==> config.mk <==
export PLATFORM = sky130hd
export DESIGN_NAME = alu_fpga_console
export DESIGN_NICKNAME = d
export VERILOG_FILES = /design/src/rtl/cpu_types_pkg.sv /design/src/rtl/alu_fpga_console_key_debounce.sv /design/src/rtl/alu_fpga_console.sv
export SDC_FILE = /design/constraint.sdc
export NUM_CORES = 1
export LEC_CHECK = 0
export ABC_AREA = 1
export ABC_CLOCK_PERIOD_IN_PS = 1850
export CAP_MARGIN = 20
export CORE_MARGIN = 3
export CORE_UTILIZATION = 45
export DETAILED_ROUTE_END_ITERATION = 7
export DONT_BUFFER_PORTS = 1
export HOLD_SLACK_MARGIN = 0.12
export MAX_ROUTING_LAYER = met4
export PLACE_DENSITY_LB_ADDON = 0.2
export REMOVE_ABC_BUFFERS = 1
export SLEW_MARGIN = 25
export SYNTH_ARGS = -nofsm -noshare
export SYNTH_HDL_FRONTEND = slang
export SYNTH_SLANG_ARGS = --single-unit
==> constraint.sdc <==
create_clock -name CLOCK_50 -period 1.85 [get_ports CLOCK_50]
set_input_delay 0.0925 -clock CLOCK_50 [delete_from_list [all_inputs] [get_ports CLOCK_50]]
set_output_delay 0.0925 -clock CLOCK_50 [all_outputs]
set_load 0.02 [all_outputs]
==> src/rtl/cpu_types_pkg.sv <==
// Shared console types: operand word, entry-state enum and seven-segment encoding.
// Pure declarations, no latency and no backpressure.
package cpu_types_pkg;

    typedef logic [31:0] word_t;
    typedef logic [6:0]  seg7_t;

    typedef enum logic [1:0] {
        ENTER_A = 2'd0,
        ENTER_B = 2'd1,
        RESULT  = 2'd2
    } console_state_t;

    localparam seg7_t SEG7_BLANK = 7'h7F;

    // Active-low segment pattern for one hex nibble.
    function automatic seg7_t hex_to_seg7(input logic [3:0] nib);
        case (nib)
            4'h0: hex_to_seg7 = 7'h40;
            4'h1: hex_to_seg7 = 7'h79;
            4'h2: hex_to_seg7 = 7'h24;
            4'h3: hex_to_seg7 = 7'h30;
            4'h4: hex_to_seg7 = 7'h19;
            4'h5: hex_to_seg7 = 7'h12;
            4'h6: hex_to_seg7 = 7'h02;
            4'h7: hex_to_seg7 = 7'h78;
            4'h8: hex_to_seg7 = 7'h00;
            4'h9: hex_to_seg7 = 7'h10;
            4'hA: hex_to_seg7 = 7'h08;
            4'hB: hex_to_seg7 = 7'h03;
            4'hC: hex_to_seg7 = 7'h27;
            4'hD: hex_to_seg7 = 7'h21;
            4'hE: hex_to_seg7 = 7'h06;
            default: hex_to_seg7 = 7'h0E;
        endcase
    endfunction

endpackage

==> src/rtl/alu_fpga_console_key_debounce.sv <==
// Push-button synchroniser + debounce; one-cycle press pulse DEBOUNCE_CYCLES+2 edges
// after the key first samples low. No backpressure: pulses are fire-and-forget.
module key_debounce #(
    parameter int DEBOUNCE_CYCLES = 250000
) (
    input  logic clk,
    input  logic rst,
    input  logic key_raw,
    output logic press
);
    localparam int CW = $clog2(DEBOUNCE_CYCLES);

    logic          sync1;
    logic          sync2;
    logic          level;
    logic [CW-1:0] cnt;

    always_ff @(posedge clk) begin
        if (rst) begin
            sync1 <= 1'b1;
            sync2 <= 1'b1;
            level <= 1'b1;
            cnt   <= '0;
            press <= 1'b0;
        end else begin
            sync1 <= key_raw;
            sync2 <= sync1;
            press <= 1'b0;
            if (sync2 == level) begin
                cnt <= '0;
            end else if (cnt == CW'(DEBOUNCE_CYCLES - 1)) begin
                // Differing level has now been stable long enough; only falling edges are events.
                cnt   <= '0;
                level <= sync2;
                press <= level;
            end else begin
                cnt <= cnt + 1'b1;
            end
        end
    end

endmodule

==> src/rtl/alu_fpga_console.sv <==
// Board console: debounced keys build operands A/B chunk by chunk, step aluop, show A, B or result.
// Updates land the edge after a key event; result/flags lag outport by one cycle. No backpressure.
module alu_fpga_console
    import cpu_types_pkg::*;
#(
    parameter int DATA_W          = 32,
    parameter int SW_W            = 16,
    parameter int DIGITS          = 8,
    parameter int DEBOUNCE_CYCLES = 250000
) (
    input  logic                  CLOCK_50,
    input  logic                  RST,
    input  logic [3:0]            KEY,
    input  logic [SW_W-1:0]       SW,
    output logic [DATA_W-1:0]     porta,
    output logic [DATA_W-1:0]     portb,
    output logic [3:0]            aluop,
    input  logic [DATA_W-1:0]     outport,
    input  logic                  negative,
    input  logic                  overflow,
    input  logic                  zero,
    output logic [DIGITS*7-1:0]   hex_n,
    output logic [2:0]            state_led,
    output logic [2:0]            flag_led
);
    localparam int CHUNKS = DATA_W / SW_W;
    localparam int IDX_W  = (CHUNKS > 1) ? $clog2(CHUNKS) : 1;
    localparam int NIBS   = DATA_W / 4;

    logic [3:0]       press;
    logic             unused_press;
    console_state_t   state;
    logic [IDX_W-1:0] idx;
    logic [DATA_W-1:0] res_q;
    logic [2:0]       flag_q;
    logic [DATA_W-1:0] shown;

    for (genvar k = 0; k < 4; k++) begin : g_key
        key_debounce #(.DEBOUNCE_CYCLES(DEBOUNCE_CYCLES)) u_key (
            .clk     (CLOCK_50),
            .rst     (RST),
            .key_raw (KEY[k]),
            .press   (press[k])
        );
    end

    assign unused_press = press[2];

    always_ff @(posedge CLOCK_50) begin
        if (RST) begin
            state  <= ENTER_A;
            idx    <= '0;
            porta  <= '0;
            portb  <= '0;
            aluop  <= '0;
            res_q  <= '0;
            flag_q <= '0;
        end else begin
            if (state == RESULT) begin
                res_q  <= outport;
                flag_q <= {negative, overflow, zero};
            end
            if (press[3]) begin
                state <= ENTER_A;
                idx   <= '0;
                porta <= '0;
                portb <= '0;
                aluop <= '0;
            end else begin
                if (press[1]) aluop <= aluop + 4'd1;
                if (press[0]) begin
                    if (state == RESULT) begin
                        state <= ENTER_A;
                        idx   <= '0;
                    end else begin
                        for (int c = 0; c < CHUNKS; c++) begin
                            if (idx == IDX_W'(c)) begin
                                if (state == ENTER_A) porta[c*SW_W +: SW_W] <= SW;
                                else                  portb[c*SW_W +: SW_W] <= SW;
                            end
                        end
                        if (idx == IDX_W'(CHUNKS - 1)) begin
                            idx   <= '0;
                            state <= (state == ENTER_A) ? ENTER_B : RESULT;
                        end else begin
                            idx <= idx + 1'b1;
                        end
                    end
                end
            end
        end
    end

    always_comb begin
        case (state)
            ENTER_A: shown = porta;
            ENTER_B: shown = portb;
            default: shown = res_q;
        endcase
    end

    for (genvar d = 0; d < DIGITS; d++) begin : g_dig
        if (d < NIBS) begin : g_on
            assign hex_n[d*7 +: 7] = hex_to_seg7(shown[d*4 +: 4]);
        end else begin : g_off
            assign hex_n[d*7 +: 7] = SEG7_BLANK;
        end
    end

    assign state_led = {state == RESULT, state == ENTER_B, state == ENTER_A};
    assign flag_led  = (state == RESULT) ? flag_q : 3'b000;

endmodule
==> impl.org <==
** Floorplan
- Row cnt :: 53
- Starting density of the core :: 46.64%
- Height of the die :: 154.8 um
- The die covers 0.02395 mm^2.
- Core Box Area :: 0.02135 mm^2
- DIE WIDTH :: 154.8 um
- Pin placement for this block handled 187 I/O pins.

** Layout
- Cells with a size suffix above 1 make up 34.91% of the layout.
- Leading cell type in the layout, fill and taps excluded :: sky130_fd_sc_hd__nand2_1
- Leaving out fill and tap cells, the most frequent cells in the layout are sky130_fd_sc_hd__nand2_1, sky130_fd_sc_hd__nor2_1, sky130_fd_sc_hd__dfxtp_1.
- After the last flow step, the layout net total stands at 1854.
- Area growth from synthesis to layout :: 50.67%
- Final standard cell area without fillers :: 0.01500 mm^2

** Timing
- Minimum hold slack :: 0.2867 ns
- Of the available clock period, the critical path in the final layout requires 124.0%.
- The clock arrives with 0.01483 ns of skew.
- Tmin final :: 2.295 ns
- Setup repair after global routing missed its margin :: true
- Total count of max-transition violations in the final report :: 0
- Hold Violations, Final :: 0
- After routing, the total negative slack on setup checks comes to -19.06 ns.
- Static timing analysis puts the maximum clock frequency at 0.4358 GHz.
- Remaining max-slew budget at the tightest pin :: 44.83%
- In the post-route analysis, the smallest setup slack over all paths is -0.4446 ns.
- Final setup violation count :: 56
- Worst-margin pin slew :: 0.8275 ns

** Worst setup path
- Critical-path cell list :: buf_6 -> nor2_4 -> buf_6 -> a21oi_4 -> nand2_4 -> inv_6 -> ha_4 -> nand2_1 -> o21ai_1 -> nand2_1 -> nand2_2
- By startpoint and endpoint, the worst setup path is classified as flip-flop to output port.
- CP startpoint kind :: flip-flop
- Data arrives at the worst endpoint at 2.20 ns.
- Of all nets on the critical path, the largest fanout is 5.
- STA classifies the critical path endpoint as an output port.
- For this design, the slowest cell found on the critical path is sky130_fd_sc_hd__dfxtp_4.
- CP peak stage delay :: 0.37 ns
- The kind of cell with the highest combined delay along the critical path is simple AND/OR/NAND/NOR gates.
- The worst register-to-register path has a setup slack of 0.06 ns.
- Total buffers and inverters traversed by the critical path :: 3
- At the worst endpoint, the required time is 1.76 ns.

** Logic synthesis
- Yosys mapped a number of flops with a built-in enable equal to 0.
- Simple logic cell fraction of the synthesized area :: 36.26%
- Post-Synthesis Mean Instance Area :: 6.738 um^2
- Async set-or-reset flop fraction in the synthesized netlist :: 0%
- Of the total synthesized cell area, the portion taken by full adders, half adders and majority gates is 7.539%.
- Xor-xnor portion of the synthesized cell area :: 2.814%
- Main combinational cell family by area after synthesis :: simple AND/OR/NAND/NOR gates
- Fraction of the yosys area taken by sequential cells :: 34.58%
- For this run, the number of Yosys warnings is 0.
- Syn Std Cell Area :: 0.009958 mm^2
- Cell count after synthesis :: 1478
- Multiplexer cells account for 0% of the synthesized area.
- Flop and latch count out of synthesis :: 172
- Number of unique standard cell types used by synthesis :: 39
- For this run, the leading register cell type out of synthesis is sky130_fd_sc_hd__dfxtp_1.
- Area fraction in compound gates after synthesis :: 10.45%

** Placement
- Last weighted congestion value of the routability-driven placer :: 0.9856
- In this run the cell area measured after placement is 0.01137 mm^2.
- HPWL reported at the end of detailed placement :: 21.60 mm
- In this run the tool buffered the top-level ports with 0 buffer cells.

** Clock tree
- CTS tree :: yes
- Clock slew seen by the registers of the worst setup and hold paths :: 0.07 ns
- Clock Latency Late Sink :: 0.44 ns
- The H-tree was split into 4 levels.
- Clock tree synthesis inserted a total of 17 buffers.
- CTS saw 172 sinks.
- In this run the clock root is driven by a sky130_fd_sc_hd__clkbuf_16.
- Worst-case clock buffer depth :: 2

** Worst hold path
- Class of the tightest hold or removal check :: primary input to flip-flop

** Detailed routing
- Initial detailed-routing violation count :: 811
- DRC viols :: 0
- Wire per inst :: 17.42 um
- The first detailed-routing pass took 5 iterations.
- Vias per cell :: 5.301
- Summing over every cut layer, the via total after detailed routing is 10750.
- Wirelength, routed :: 35.31 mm
- The detail route stage leaves a number of antenna-violating nets equal to 0.

** Power and ir drop
- Sequential Power Share :: 48.3%
- Fraction of power consumed by combinational cells :: 2.8%
- Clock power frac :: 48.9%
- Across the VDD grid, the largest voltage drop is 0.0005818 V.
- Net switching fraction of the power :: 21.38%
- The analysis attributes to cell leakage a power of 6.208 nW.
- Switching power :: 1.644 mW
- Overall power of the completed layout :: 7.690 mW
- Total power per unit cell area :: 512.5 mW/mm^2
- Internal power comes to 6.046 mW.

** Global routing
- The first global-routing pass estimated 50.81 mm of wire.
- Initial antenna violation count :: 2
- The number of global-route vias before repair came to 10010.
- Global routing used 26.95% of the available tracks across all layers.
- Maximum number of pins on one net before global-route repair :: 72
- After global routing the overflow that remains totals 0.

** Status
- The checks that failed: setup timing.
- The flow ran to the end, but the final reports show violations.

** Job
- The tool flagged a number of max-cap violations equal to 0.
[power by group through the flow]
stage | Clock (mW) | Sequential, mW | Combinational, mW
after floorplan | 0 | 3.80 | 0.0431
after global placement | 0 | 3.80 | 0.0784
after detailed placement | 0 | 3.80 | 0.0788
after CTS | 3.80 | 3.71 | 0.213
after global routing | 3.97 | 3.71 | 0.226
final | 3.76 | 3.71 | 0.218
[per-layer routing]
layer  GRT usage [%]  part of all wire (%)
met2           45.30                    49
met5               -                     0
met1           31.05                    39
met4           11.02                   4.5
met3           6.267                   7.8
[path summary, 6_finish.rpt]
check / startpoint / end / cells after the start
worst max-delay path: state[1]$_SDFFE_PP0P_ / hex_n[10] / 11
worst min-delay path: RST / g_key[1].u_key.sync1$_SDFF_PP1_ / 2
worst max register to register: state[1]$_SDFFE_PP0P_ / porta[3]$_SDFFE_PP0P_ / 9
worst min register to register: g_key[0].u_key.sync1$_SDFF_PP1_ / g_key[0].u_key.sync2$_SDFF_PP1_ / 1
[synthesized netlist by cell type, drive strengths merged (21+ instances only)]
master	count	area [um^2]
nand2	414	1582
inv	146	550.5
clkbuf	21	78.83
o21ai	87	461.7
a21oi	86	430.4
nand3	91	535.5
buf	26	193.9
dfxtp	172	3443
ha	60	750.7
xor2	23	201.4
nor2	266	1077
[flip-flops by register name, summed over array words and instances, names as in the netlist]
register	cells
g_key.u_key.sync1	3
g_key.u_key.press	3
res_q	32
state	2
flag_q	3
idx	1
g_key.u_key.cnt	54
aluop	4
g_key.u_key.level	3
portb	32
porta	32
g_key.u_key.sync2	3
[logic make-up (layout without fill, tap and decap cells)]
logic type | Yosys count | count (layout)
other cells | 0 | 2
fa+ha+maj | 60 | 60
flops | 172 | 172
simple gates | 827 | 833
compound gates | 192 | 192
xor+xnor | 32 | 32
buf+inv | 195 | 461
[worst register-to-register path: cells and delay by family, from the launching register on]
kind / cells / cell delay, ns
DFF: 1 / 0.37
and+or+nand+nor: 3 / 0.38
buffers and inverters: 5 / 0.79
AOI/OAI and AO/OA: 1 / 0.18
[per-stage QoR]
| step | cells | worst slack, ns | utilization (%) |
|---|---|---|---|
| final | 2027 | -0.4446 | 70.27 |
| after global routing | 2027 | -0.5223 | 70.27 |
| after CTS | 1997 | -0.4056 | 64.61 |
| after detailed placement | 1870 | -0.1670 | 53.26 |
| after global placement | 1870 | -0.1262 | 53.26 |
| after floorplan | 1431 | -0.8234 | - |
[timing repair]
action | CTS | global route
hold endpoints to repair | 111 | 0
hold buffers | 57 | 0
buffers inserted | 32 | 30
gates cloned | 7 | 0
resized for setup | 278 | 249
endpoints found under the setup margin | 60 | 73
pin swaps | 94 | 114
[layout make-up]
type	instances	area, um^2
Antenna cell	2	5.005
Clock buffer	23	478.0
Clock inverter	9	136.4
Fill cell	1566	6349
Inverter	148	639.4
Multi-Input combinational cell	1117	7289
Sequential cell	172	3451
Tap cell	275	344.1
Timing Repair Buffer	281	2661
No activity file was read; power rests on OpenSTA's default activity.
